[src/rtl/popcount_enumerator_if.sv]
// Request/response bundle for popcount_enumerator: command channel in, word stream out.
// The enumerator sits on the slave side and the requester/consumer sits on the master side.
interface popcount_enumerator_if #(
  parameter int W  = 7,
  parameter int KW = 3
) ();
  logic          cmd_vld;
  logic [KW-1:0] cmd_k;
  logic          cmd_rdy;
  logic          out_vld;
  logic [W-1:0]  out_w;
  logic          out_rdy;
  logic          out_last;
  logic          err;
  logic [W:0]    out_cnt;

  modport master (
    output cmd_vld, cmd_k, out_rdy,
    input  cmd_rdy, out_vld, out_w, out_last, err, out_cnt
  );

  modport slave (
    input  cmd_vld, cmd_k, out_rdy,
    output cmd_rdy, out_vld, out_w, out_last, err, out_cnt
  );
endinterface

[src/rtl/popcount_enumerator.sv]
// Emits every W-bit word with popcount k in ascending order by scanning candidates
// 0..2^W-1 and presenting those whose compressed popcount matches k.
module popcount_enumerator #(
  parameter int W  = 7,
  parameter int KW = 3   // must equal $clog2(W+1)
) (
  input  logic                  clk,
  input  logic                  rst,
  popcount_enumerator_if.slave  bus
);

  typedef enum logic [1:0] {IDLE, SCAN, FIN} state_t;

  state_t        state_q, state_d;
  logic [W-1:0]  c_q, c_d;
  logic [KW-1:0] k_q, k_d;
  logic [W:0]    cnt_q, cnt_d;
  logic          err_q, err_d;

  logic [KW-1:0] pc;
  logic          match;
  logic          is_last;
  logic [W:0]    ones;
  logic [W-1:0]  last_word;

  // Popcount of the current candidate.
  function automatic logic [1:0] fa(input logic a, input logic b, input logic ci);
    return {(a & b) | (a & ci) | (b & ci), a ^ b ^ ci};
  endfunction

  generate
    if (W == 7) begin : g_fa_tree
      // Four full adders: two compress bits 0..5, one folds bit 6 into the
      // weight-1 column, one reduces the three weight-2 carries.
      logic [1:0] f0, f1, f2, f3;
      assign f0 = fa(c_q[0], c_q[1], c_q[2]);
      assign f1 = fa(c_q[3], c_q[4], c_q[5]);
      assign f2 = fa(c_q[6], f0[0], f1[0]);
      assign f3 = fa(f0[1], f1[1], f2[1]);
      assign pc = KW'({f3[1], f3[0], f2[0]});
    end else begin : g_generic
      always_comb begin
        pc = '0;
        for (int i = 0; i < W; i++) pc = pc + KW'(c_q[i]);
      end
    end
  endgenerate

  // Highest word with popcount k: k ones packed against the MSB.
  assign ones      = ((W+1)'(1) << k_q) - (W+1)'(1);
  assign last_word = ones[W-1:0] << (W - int'(k_q));

  assign match   = (state_q == SCAN) && (pc == k_q);
  assign is_last = match && (c_q == last_word);

  assign bus.cmd_rdy  = (state_q == IDLE);
  assign bus.out_vld  = match;
  assign bus.out_w    = c_q;
  assign bus.out_last = is_last;
  assign bus.err      = err_q;
  assign bus.out_cnt  = cnt_q;

  always_comb begin
    // NOTE: every target gets a default first so no path leaves it unassigned (no latch).
    state_d = state_q;
    c_d     = c_q;
    k_d     = k_q;
    cnt_d   = cnt_q;
    err_d   = 1'b0;
    unique case (state_q)
      IDLE: begin
        if (bus.cmd_vld) begin
          if (32'(bus.cmd_k) > W) begin
            err_d = 1'b1;
          end else begin
            k_d     = bus.cmd_k;
            c_d     = '0;
            cnt_d   = '0;
            state_d = SCAN;
          end
        end
      end
      SCAN: begin
        if (!match) begin
          c_d = c_q + W'(1);
        end else if (bus.out_rdy) begin
          cnt_d = cnt_q + (W+1)'(1);
          // The last match is the final candidate, so c never wraps past 2^W-1.
          if (is_last) state_d = FIN;
          else         c_d     = c_q + W'(1);
        end
      end
      FIN:     state_d = IDLE;
      default: state_d = IDLE;
    endcase
  end

  // NOTE: sequential state uses non-blocking assignments; reset here is synchronous.
  always_ff @(posedge clk) begin
    if (rst) begin
      state_q <= IDLE;
      c_q     <= '0;
      k_q     <= '0;
      cnt_q   <= '0;
      err_q   <= 1'b0;
    end else begin
      state_q <= state_d;
      c_q     <= c_d;
      k_q     <= k_d;
      cnt_q   <= cnt_d;
      err_q   <= err_d;
    end
  end

endmodule

[src/flat_wrapper.sv]
// flat-port wrapper written by rule: the top's interface ports become plain ports
module popcount_enumerator_flat 
#(
  parameter int W  = 7,
  parameter int KW = 3                            
)
  (clk, rst, bus_cmd_vld, bus_cmd_k, bus_out_rdy, bus_cmd_rdy, bus_out_vld, bus_out_w, bus_out_last, bus_err, bus_out_cnt);
  popcount_enumerator_if #(.W(W), .KW(KW)) bus_i ();
  input  logic clk;
  input  logic rst;
  input wire logic [$bits(bus_i.cmd_vld)-1:0] bus_cmd_vld;
  input wire logic [$bits(bus_i.cmd_k)-1:0] bus_cmd_k;
  input wire logic [$bits(bus_i.out_rdy)-1:0] bus_out_rdy;
  output wire logic [$bits(bus_i.cmd_rdy)-1:0] bus_cmd_rdy;
  output wire logic [$bits(bus_i.out_vld)-1:0] bus_out_vld;
  output wire logic [$bits(bus_i.out_w)-1:0] bus_out_w;
  output wire logic [$bits(bus_i.out_last)-1:0] bus_out_last;
  output wire logic [$bits(bus_i.err)-1:0] bus_err;
  output wire logic [$bits(bus_i.out_cnt)-1:0] bus_out_cnt;
  assign bus_i.cmd_vld = bus_cmd_vld;
  assign bus_i.cmd_k = bus_cmd_k;
  assign bus_i.out_rdy = bus_out_rdy;
  assign bus_cmd_rdy = bus_i.cmd_rdy;
  assign bus_out_vld = bus_i.out_vld;
  assign bus_out_w = bus_i.out_w;
  assign bus_out_last = bus_i.out_last;
  assign bus_err = bus_i.err;
  assign bus_out_cnt = bus_i.out_cnt;
  popcount_enumerator #(.W(W), .KW(KW)) u_core (.clk(clk), .rst(rst), .bus(bus_i));
endmodule
[config.mk]
export PLATFORM = sky130hd
export DESIGN_NAME = popcount_enumerator_flat
export DESIGN_NICKNAME = d
export VERILOG_FILES = /design/src/rtl/popcount_enumerator_if.sv /design/src/rtl/popcount_enumerator.sv /design/src/flat_wrapper.sv
export SDC_FILE = /design/constraint.sdc
export NUM_CORES = 1
export LEC_CHECK = 0
export ABC_AREA = 1
export BUFFER_PORTS_ARGS = -buffer_cell sky130_fd_sc_hd__buf_2
export CAP_MARGIN = 20
export CORE_UTILIZATION = 41
export DETAILED_ROUTE_END_ITERATION = 10
export GPL_TIMING_DRIVEN = 0
export PLACE_DENSITY_LB_ADDON = 0.1
export SLEW_MARGIN = 10
export SYNTH_ARGS = -nofsm -noshare
export SYNTH_HDL_FRONTEND = slang
export SYNTH_SLANG_ARGS = --single-unit
[constraint.sdc]
create_clock -name clk -period 4.3 [get_ports clk]
set_clock_uncertainty 0.2 [all_clocks]
set_input_delay 0.86 -clock clk [delete_from_list [all_inputs] [get_ports clk]]
set_output_delay 0.86 -clock clk [all_outputs]
set_load 0.1 [all_outputs]
# --- Word level (Yosys, flattened, before mapping) ---
# Index checks and enable logic that the tools add are counted.
# W data, S select, Z words.
word_totals:
  ram_bits: 0
  out_inout_bits: 19
  wordCells: 69
  rom_bits: 0
  mem_count: 0
  ff_bits: 20
  latchBits: 0
  input_bits: 7
op_classes:
  muxes: 14
  div: 0
  n_bitwise: 28
  multipliers: 0
  n_reduce_logical: 8
  order_cmp: 0
  add_sub_neg: 4
  shift: 2
  n_eq_ne: 9
ops:
  columns: ["op", "count"]
  rows:
  - ["$shl A7 B32 Y7", 1]
  - ["$mux W7", 4]
  - ["$mux W8", 3]
  - ["$pmux W8 S2", 1]
  - ["$pmux W7 S2", 1]
  - ["$and A1 B1 Y1", 12]
  - ["$reduce_and A4 Y1", 3]
  - ["$add A8 B1 Y8 const B", 1]
  - ["$mux W2", 4]
  - ["$or A1 B1 Y1", 8]
  - ["$xor A1 B1 Y1", 8]
  - ["$add A7 B1 Y7 const B", 1]
  - ["$eq A7 B7 Y1", 1]
  - ["$shl A1 B3 Y7 const A", 1]
  - ["$sub A7 B2 Y7 const B", 1]
  - ["$ne A2 B2 Y1 const B", 3]
  - ["$ne A3 B3 Y1 const B", 2]
  - ["$pmux W2 S2", 1]
  - ["$sub A3 B3 Y4 const A", 1]
  - ["$eq A3 B3 Y1", 1]
  - ["$eq A2 B1 Y1 const B", 1]
  - ["$logic_and A1 B1 Y1", 2]
  - ["$logic_not A2 Y1", 1]
  - ["$ne A2 B1 Y1 const B", 1]
  - ["other kinds (2)", 2]

# --- Logic depth before layout (Yosys ltp) ---
# Gate-level depths: netlist (run 1).
logic_depth:
  depth_word: 15
  ltp_mapped: 17
  depth_no_buf: 17

# --- Least setup slack after synthesis (run 1) ---
# No wires, ideal clock.
synth_timing:
  kind: "reg2out"
  start: "register u_core.c_q[0], in the netlist u_core.bus.out_w[0]"
  end: "output bus_out_vld"
  required_time_ns: 3.240
  path_stages_with_launch: 10
  t_arrival_ns: 4.145
  path_buffers: 0
  path_slack_ns: -0.905
  cell_sequence: "dfxtp_1 -> fa_1 -> fa_1 -> inv_1 -> fa_1 -> nand2_4 -> nand2_2 -> nor2_2 -> nand2_2 -> nor2_1"
synth_between:
  elab_chain_cells: 10
  word_cells_on_any_way: 21
  cone_classes: "1 x eq/ne; 19 x bitwise; 1 x reduce/logical"
synth_rtl:
  columns: ["element", "line_no", "rtl"]
  rows:
  - ["from (decl)", "popcount_enumerator.sv:15", "logic [W-1:0] c_q, c_d;"]
  - ["from (signal assigned)", "popcount_enumerator.sv:102", "c_q <= '0;"]
  - ["from (signal assigned)", "popcount_enumerator.sv:108", "c_q <= c_d;"]
  - ["$xor A1 B1 Y1 (2 in series)", "popcount_enumerator.sv:28", "return {(a & b) | (a & ci) | (b & ci), a ^ b ^ ci};"]
  - ["$and A1 B1 Y1", "popcount_enumerator.sv:28", null]
  - ["$or A1 B1 Y1 (2 in series)", "popcount_enumerator.sv:28", null]
  - ["$and A1 B1 Y1", "popcount_enumerator.sv:28", null]
  - ["$or A1 B1 Y1 (2 in series)", "popcount_enumerator.sv:28", null]
  - ["$eq A3 B3 Y1 (*)", "popcount_enumerator.sv:53", "assign match = (state_q == SCAN) && (pc == k_q);"]
  - ["$logic_and A1 B1 Y1 (*)", "popcount_enumerator.sv:53", null]
  - ["to (decl)", "flat_wrapper.sv:15", "output wire logic [$bits(bus_i.out_vld)-1:0] bus_out_vld;"]
# Every way passes the cells marked *; elsewhere a longest branch is shown, timed or not.

# --- Worst setup path after layout (run 1) ---
layout_timing:
  start: "register u_core.c_q[0], in the netlist u_core.bus.out_w[0]"
  end: "output bus_out_last"
layout_between:
  elab_chain_cells: 11
  word_cells_on_any_way: 23
  cone_classes: "2 x eq/ne; 19 x bitwise; 2 x reduce/logical"
layout_rtl:
  columns: ["element", "line_no", "rtl"]
  rows:
  - ["$xor A1 B1 Y1 (2 in series)", "popcount_enumerator.sv:28", null]
  - ["$and A1 B1 Y1", "popcount_enumerator.sv:28", null]
  - ["$or A1 B1 Y1 (2 in series)", "popcount_enumerator.sv:28", null]
  - ["$and A1 B1 Y1", "popcount_enumerator.sv:28", null]
  - ["$or A1 B1 Y1 (2 in series)", "popcount_enumerator.sv:28", null]
  - ["$eq A3 B3 Y1", "popcount_enumerator.sv:53", null]
  - ["$logic_and A1 B1 Y1", "popcount_enumerator.sv:53", null]
  - ["$logic_and A1 B1 Y1 (*)", "popcount_enumerator.sv:54", "assign is_last = match && (c_q == last_word);"]
  - ["to (decl)", "flat_wrapper.sv:17", "output wire logic [$bits(bus_i.out_last)-1:0] bus_out_last;"]
# Marks and branches as above.

==> out/results.txt, run 1 <==
Die area: 3924 sq um
DR vias/cell: 4.813
Routability congestion estimate: 0.7778
Final hold violation count: 0
Primary FF master, synth: dfxtp_1
CTS tree: built
Max-Cap Viols: 0
Worst r2r dst: u_core.bus.out_cnt[0]
Final TNS setup: 0 ps
Clock Path Buffers: 2
Chip Width: 62.64 um
RSZ-0062 raised after global routing: false
Hold path startpoint: u_core.bus.out_cnt[4]
Hold endpoint: u_core.bus.out_cnt[4]
Drt pass-1 iters: 8
Total CTS buffers: 3
Largest net degree at the start of global routing: 13
Area grow syn2layout: 18.34%
Period utilization: 0.9666
Critical-path cell list: fa_1 > fa_1 > inv_1 > fa_1 > nand2_4 > nand2_2 > nor2_2 > nand4_1 > nor2_2 > nand2_4 > inv_2 > buf_8
DRT iter0 DRCs: 85
Crit path top cell by count: fa_1
Status: finished, final reports clean
Seq cells post-synth: 20
Worst path slowest cell: fa_1
Initial antenna violation count: 0
Maximum VDD drop: 243.5 uV
IO Count: 26
GR Util met2: 0.2690
Grt met3 use: 0.03102
CP peak stage delay: 520 ps
Critical path capture point type: output pin
Most Crowded Layer GR: met2
# port buffers: 24
Crit path DAT: 3100 ps
Ys Warns: 0
Final slew viol count: 0
DRC: 0
Antenna Diode Count: 0
# hold bufs at CTS: 0
WL/cell: 10.88 um
Syn Nets: 241
Clk_lat worst skew: 270 ps
Fin crit period: 4157 ps
Post-DP HPWL: 2479 um
Clock Sinks: 20
Post-synth ARST share: 0
First-pass GRT wire length: 5533 um
PwrDens: 339.9 nW/um^2
Most common cell after layout, fill and taps aside: nand2_1
CORE AREA: 3442 sq um
Starting Density: 0.4380
Post-route insts no fill: 300
Final setup viols: 0
Root Buffer: clkbuf_8
CTS clk-pin slew, worst paths: 90 ps
Synth unique cells: 27
FF/Latch Area: 410.4 sq um
Syn_area_per_cell: 6.671 sq um
Hold path depth: 2
FMAX: 240.6 MHz
Reg-to-reg startpoint: u_core.bus.out_w[0]
Chip Height: 62.64 um
WHS: 266.5 ps
Total GRT Usage: 0.1796
Vias in the first global route: 1182
WL final: 3265 um
Leak: 0.8359 nW
Vias: 1444
Fraction of layout instances using a drive strength above 1: 0.2441
Worst Hold Class: reg -> reg
EDFF count, synth: 0
Fin nets: 270
Post-Syn Instances: 226
Mapped cell area: 1508 sq um
Reg2reg setup slack: 1080 ps
Commonest non-fill, non-tap cells in the layout: nand2_1 (60), inv_1 (26), buf_2 (23)
Fillers: 349
Reg2Reg Depth: 14
CP Max Fanout: 10
Placed Instances: 296
Multi-input gate area: 944.7 sq um
WP data required: 3240 ps
Global route overflow: 0
Met1 Use GR: 0.2573
Register area share after synthesis: 0.2656
CTS H-Tree Depth: 1
CP Launch Type: flip-flop
Kind of critical path: reg -> out
Antenna Violating Nets Remaining: 0
FP Rows: 21
==> synthesized netlist by cell type, types with 5 or more instances <==
| cell | instances | share of area |
|---|---|---|
| nand2_1 | 60 | 0.15 |
| inv_1 | 26 | 0.065 |
| nand3_1 | 22 | 0.073 |
| dfxtp_1 | 20 | 0.27 |
| a21oi_1 | 18 | 0.060 |
| nor2_1 | 17 | 0.042 |
| nand4_1 | 8 | 0.033 |
| xor2_1 | 7 | 0.041 |
| inv_2 | 5 | 0.012 |
| nand2_2 | 5 | 0.021 |
| nand2_4 | 5 | 0.037 |
| o21ai_0 | 5 | 0.017 |
==> per-stage QoR <==
stage / worst slack (ps) / area [sq um] / util / power (mW)
floorplan: 137.7 / 1523 / - / 0.3774
global placement: 248.8 / 1700 / 0.4940 / 0.4120
detailed placement: 211.9 / 1700 / 0.4940 / 0.4129
CTS: 49.84 / 1774 / 0.5154 / 0.6097
global route: 7.490 / 1784 / 0.5184 / 0.6408
finish: 143.5 / 1784 / 0.5184 / 0.6064
==> cell families (layout without fill, tap and decap cells) <==
logic type	count (synthesis)	after routing	share of synthesized area
simple gates	128	128	0.4100
buf+inv	38	66	0.1129
compound gates	23	23	0.07635
flops	20	20	0.2656
fa+ha+maj	8	8	0.08631
xor+xnor	8	8	0.04647
other cells	1	1	0.002487
==> worst max-delay path by stage <==
stage                              from            to  slack [ps]
floorplan           u_core.bus.out_w[1]  bus_out_last         140
global placement    u_core.bus.out_w[0]  bus_out_last         250
detailed placement  u_core.bus.out_w[0]  bus_out_last         210
CTS                 u_core.bus.out_w[0]  bus_out_last          50
global route        u_core.bus.out_w[0]  bus_out_last           7
finish              u_core.bus.out_w[0]  bus_out_last         140
==> report_power, final <==
group | total [mW] | switching (mW) | leakage, nW | internal (mW)
registers | 0.204 | 0.0105 | 0.166 | 0.193
clock network | 0.197 | 0.0723 | 0.0357 | 0.124
logic | 0.206 | 0.150 | 0.635 | 0.0558
==> what timing repair did <==
item | in CTS | in global routing
endpoints found under the setup margin | 1 | 1
setup buffers | 0 | 0
gates resized for setup | 1 | 3
==> per-layer routing <==
layer	routed length [um]	share of wire
met5	0	0
met2	1402	0.43
met1	1671	0.51
met4	42	0.013
met3	148	0.045
==> worst max-delay path, delay by kind of cell, from the launching register on <==
kind | cells | cell delay [ps]
buffers and inverters | 3 | 360
and+or+nand+nor | 6 | 670
DFF | 1 | 380
adders and majority gates | 3 | 1400
==> state kept, by name, summed over array words and instances, names as in the netlist <==
register and flops:
u_core.bus.out_w 7, u_core.bus.out_cnt 8, u_core.k_q 3, u_core.state_q 2
==> area by class of cell <==
cell class | count | area share
timing repair buffer | 24 | 0.07293
tap | 46 | 0.03226
clock buffer | 3 | 0.02314
buffer | 6 | 0.02525
sequential | 20 | 0.2300
multi-input combinational | 168 | 0.5295
clock inverter | 1 | 0.01683
inverter | 32 | 0.07013
Power figures use the tool's default switching activity.
==> inputs of run 2 (changes only) <==
==> constraint.sdc (replaced) <==
create_clock -name clk -period 4.8 [get_ports clk]
set_clock_uncertainty 0.2 [all_clocks]
set_input_delay 0.96 -clock clk [delete_from_list [all_inputs] [get_ports clk]]
set_output_delay 0.96 -clock clk [all_outputs]
set_load 0.1 [all_outputs]
==> run 2 against run 1 <==
Clock power fell by 34%. First-iteration DRC count grew 14%. Non-clock buffer count unchanged. Register-to-register slack better by 440 ps. Worst setup slack better by 140 ps. Global-route usage rose by 0.30 points. Via count decreased by 1.6%.
==> out/results.txt, run 2 (synthesized netlist as in run 1, its figures left out) <==
WL final: 3231 um
Post-cts sizing count: 0
Vias in the first global route: 1273
Commonest non-fill, non-tap cells in the layout: nand2_1 (60), inv_1 (26), buf_2 (24)
Starting Density: 0.4380
Kind of critical path: reg -> out
Fin nets: 270
WP data required: 3640 ps
Final slew viol count: 0
Leak: 0.8246 nW
CORE AREA: 3442 sq um
Critical path capture point type: output pin
Clk_lat worst skew: 260 ps
Placed Area: 1694 sq um
CTS clk-pin slew, worst paths: 80 ps
CTS H-Tree Depth: 1
WL/cell: 10.77 um
First-pass GRT wire length: 5802 um
FF/Latch Area: 401.6 sq um
Multi-input gate area: 944.7 sq um
FP Rows: 21
Final setup viols: 0
Fraction of layout instances using a drive strength above 1: 0.2244
Final TNS setup: 0 ps
Design area: 1749 sq um
Antenna Diode Count: 0
Fillers: 398
Status: finished, final reports clean
DRT iter0 DRCs: 97
Largest net degree at the start of global routing: 12
Clock Sinks: 20
Initial antenna violation count: 0
Global route overflow: 0
Drt pass-1 iters: 4
IO Count: 26
Most common cell after layout, fill and taps aside: nand2_1
Chip Width: 62.64 um
Antenna Violating Nets Remaining: 0
Die area: 3924 sq um
# port buffers: 24
Root Buffer: clkbuf_8
Setup Fix Bufs, Post-CTS: 0
Max-Cap Viols: 0
Vias: 1421
Period utilization: 0.9404
Fin crit period: 4514 ps
Post-DP HPWL: 2495 um
Routability congestion estimate: 0.7507
Area grow syn2layout: 16.02%
Total CTS buffers: 3
PwrDens: 283.4 nW/um^2
CP Launch Type: flip-flop
Crit path DAT: 3350 ps
Chip Height: 62.64 um
Clock Path Buffers: 2
Number of flip-flops in the largest register: 8
Total GRT Usage: 0.1827
RSZ-0062 raised after global routing: false
Maximum VDD drop: 169.4 uV
CP Max Fanout: 10
DR vias/cell: 4.737
# hold bufs at CTS: 0
DRC: 0
Worst Hold Class: reg -> reg
FMAX: 221.5 MHz
CTS tree: built
Final hold violation count: 0
run 2: cell types whose count changed in the layout (fill, tap and decap cells not counted):
cell       delta
dfxtp_1       +5
dfxtp_2       -4
buf_2         +1
buf_8         -1
bufinv_16     -1
clkbuf_8      +1
dfxtp_4       -1
run 2: where the power goes:
group / leakage, nW / switching (mW) / internal [mW]
Clock: 0.0288 / 0.0577 / 0.0730
Combinational: 0.633 / 0.134 / 0.0489
Sequential: 0.163 / 0.00937 / 0.173
run 2: path summary, 6_finish.rpt:
| kind | cells past startpoint | end | start | slack (ps) |
|---|---|---|---|---|
| setup / recovery | 12 | bus_out_last | u_core.bus.out_w[3] | 290 |
| hold / removal | 2 | u_core.bus.out_cnt[4] | u_core.bus.out_cnt[4] | 270 |
| setup reg to reg | 14 | u_core.bus.out_cnt[0] | u_core.bus.out_w[3] | 1520 |
| hold reg to reg | 2 | u_core.bus.out_cnt[4] | u_core.bus.out_cnt[4] | 270 |
run 2: routing by layer:
metal	global-route usage	routed length, um	share of wire	vias up
li1	-	-	-	768
met1	0.2715	1727	0.53	632
met2	0.2813	1424	0.44	21
met3	0.02737	79	0.024	0
met4	0.02616	0	0	0
met5	0	0	0	-
run 2: stage by stage:
| stage | util | std cells | setup slack, ps | power (mW) | hold slack [ps] |
|---|---|---|---|---|---|
| floorplan | - | 226 | 146.3 | 0.3378 | 283.0 |
| global placement | 0.4922 | 296 | 558.8 | 0.3690 | 254.4 |
| detailed placement | 0.4922 | 296 | 557.2 | 0.3693 | 256.6 |
| CTS | 0.5082 | 300 | 249.7 | 0.5014 | 271.7 |
| global route | 0.5082 | 300 | 90.02 | 0.5296 | 295.6 |
| finish | 0.5082 | 300 | 286.1 | 0.4958 | 266.1 |
run 2: worst max-delay path, stage by stage (launching register included):
cell and delay (ps):
dfxtp_1 540, fa_1 470, fa_1 360, inv_1 70, fa_1 470, nand2_4 100
nand2_2 50, nor2_2 130, nand4_1 130, nor2_2 150, nand2_4 120, inv_2 70
buf_2 420
run 2: area by class of cell:
| type | count | area share |
|---|---|---|
| Tap cell | 46 | 0.03290 |
| Buffer | 6 | 0.02575 |
| Multi-Input combinational cell | 168 | 0.5401 |
| Timing Repair Buffer | 24 | 0.06867 |
| Clock buffer | 4 | 0.03147 |
| Sequential cell | 20 | 0.2296 |
| Inverter | 32 | 0.07153 |
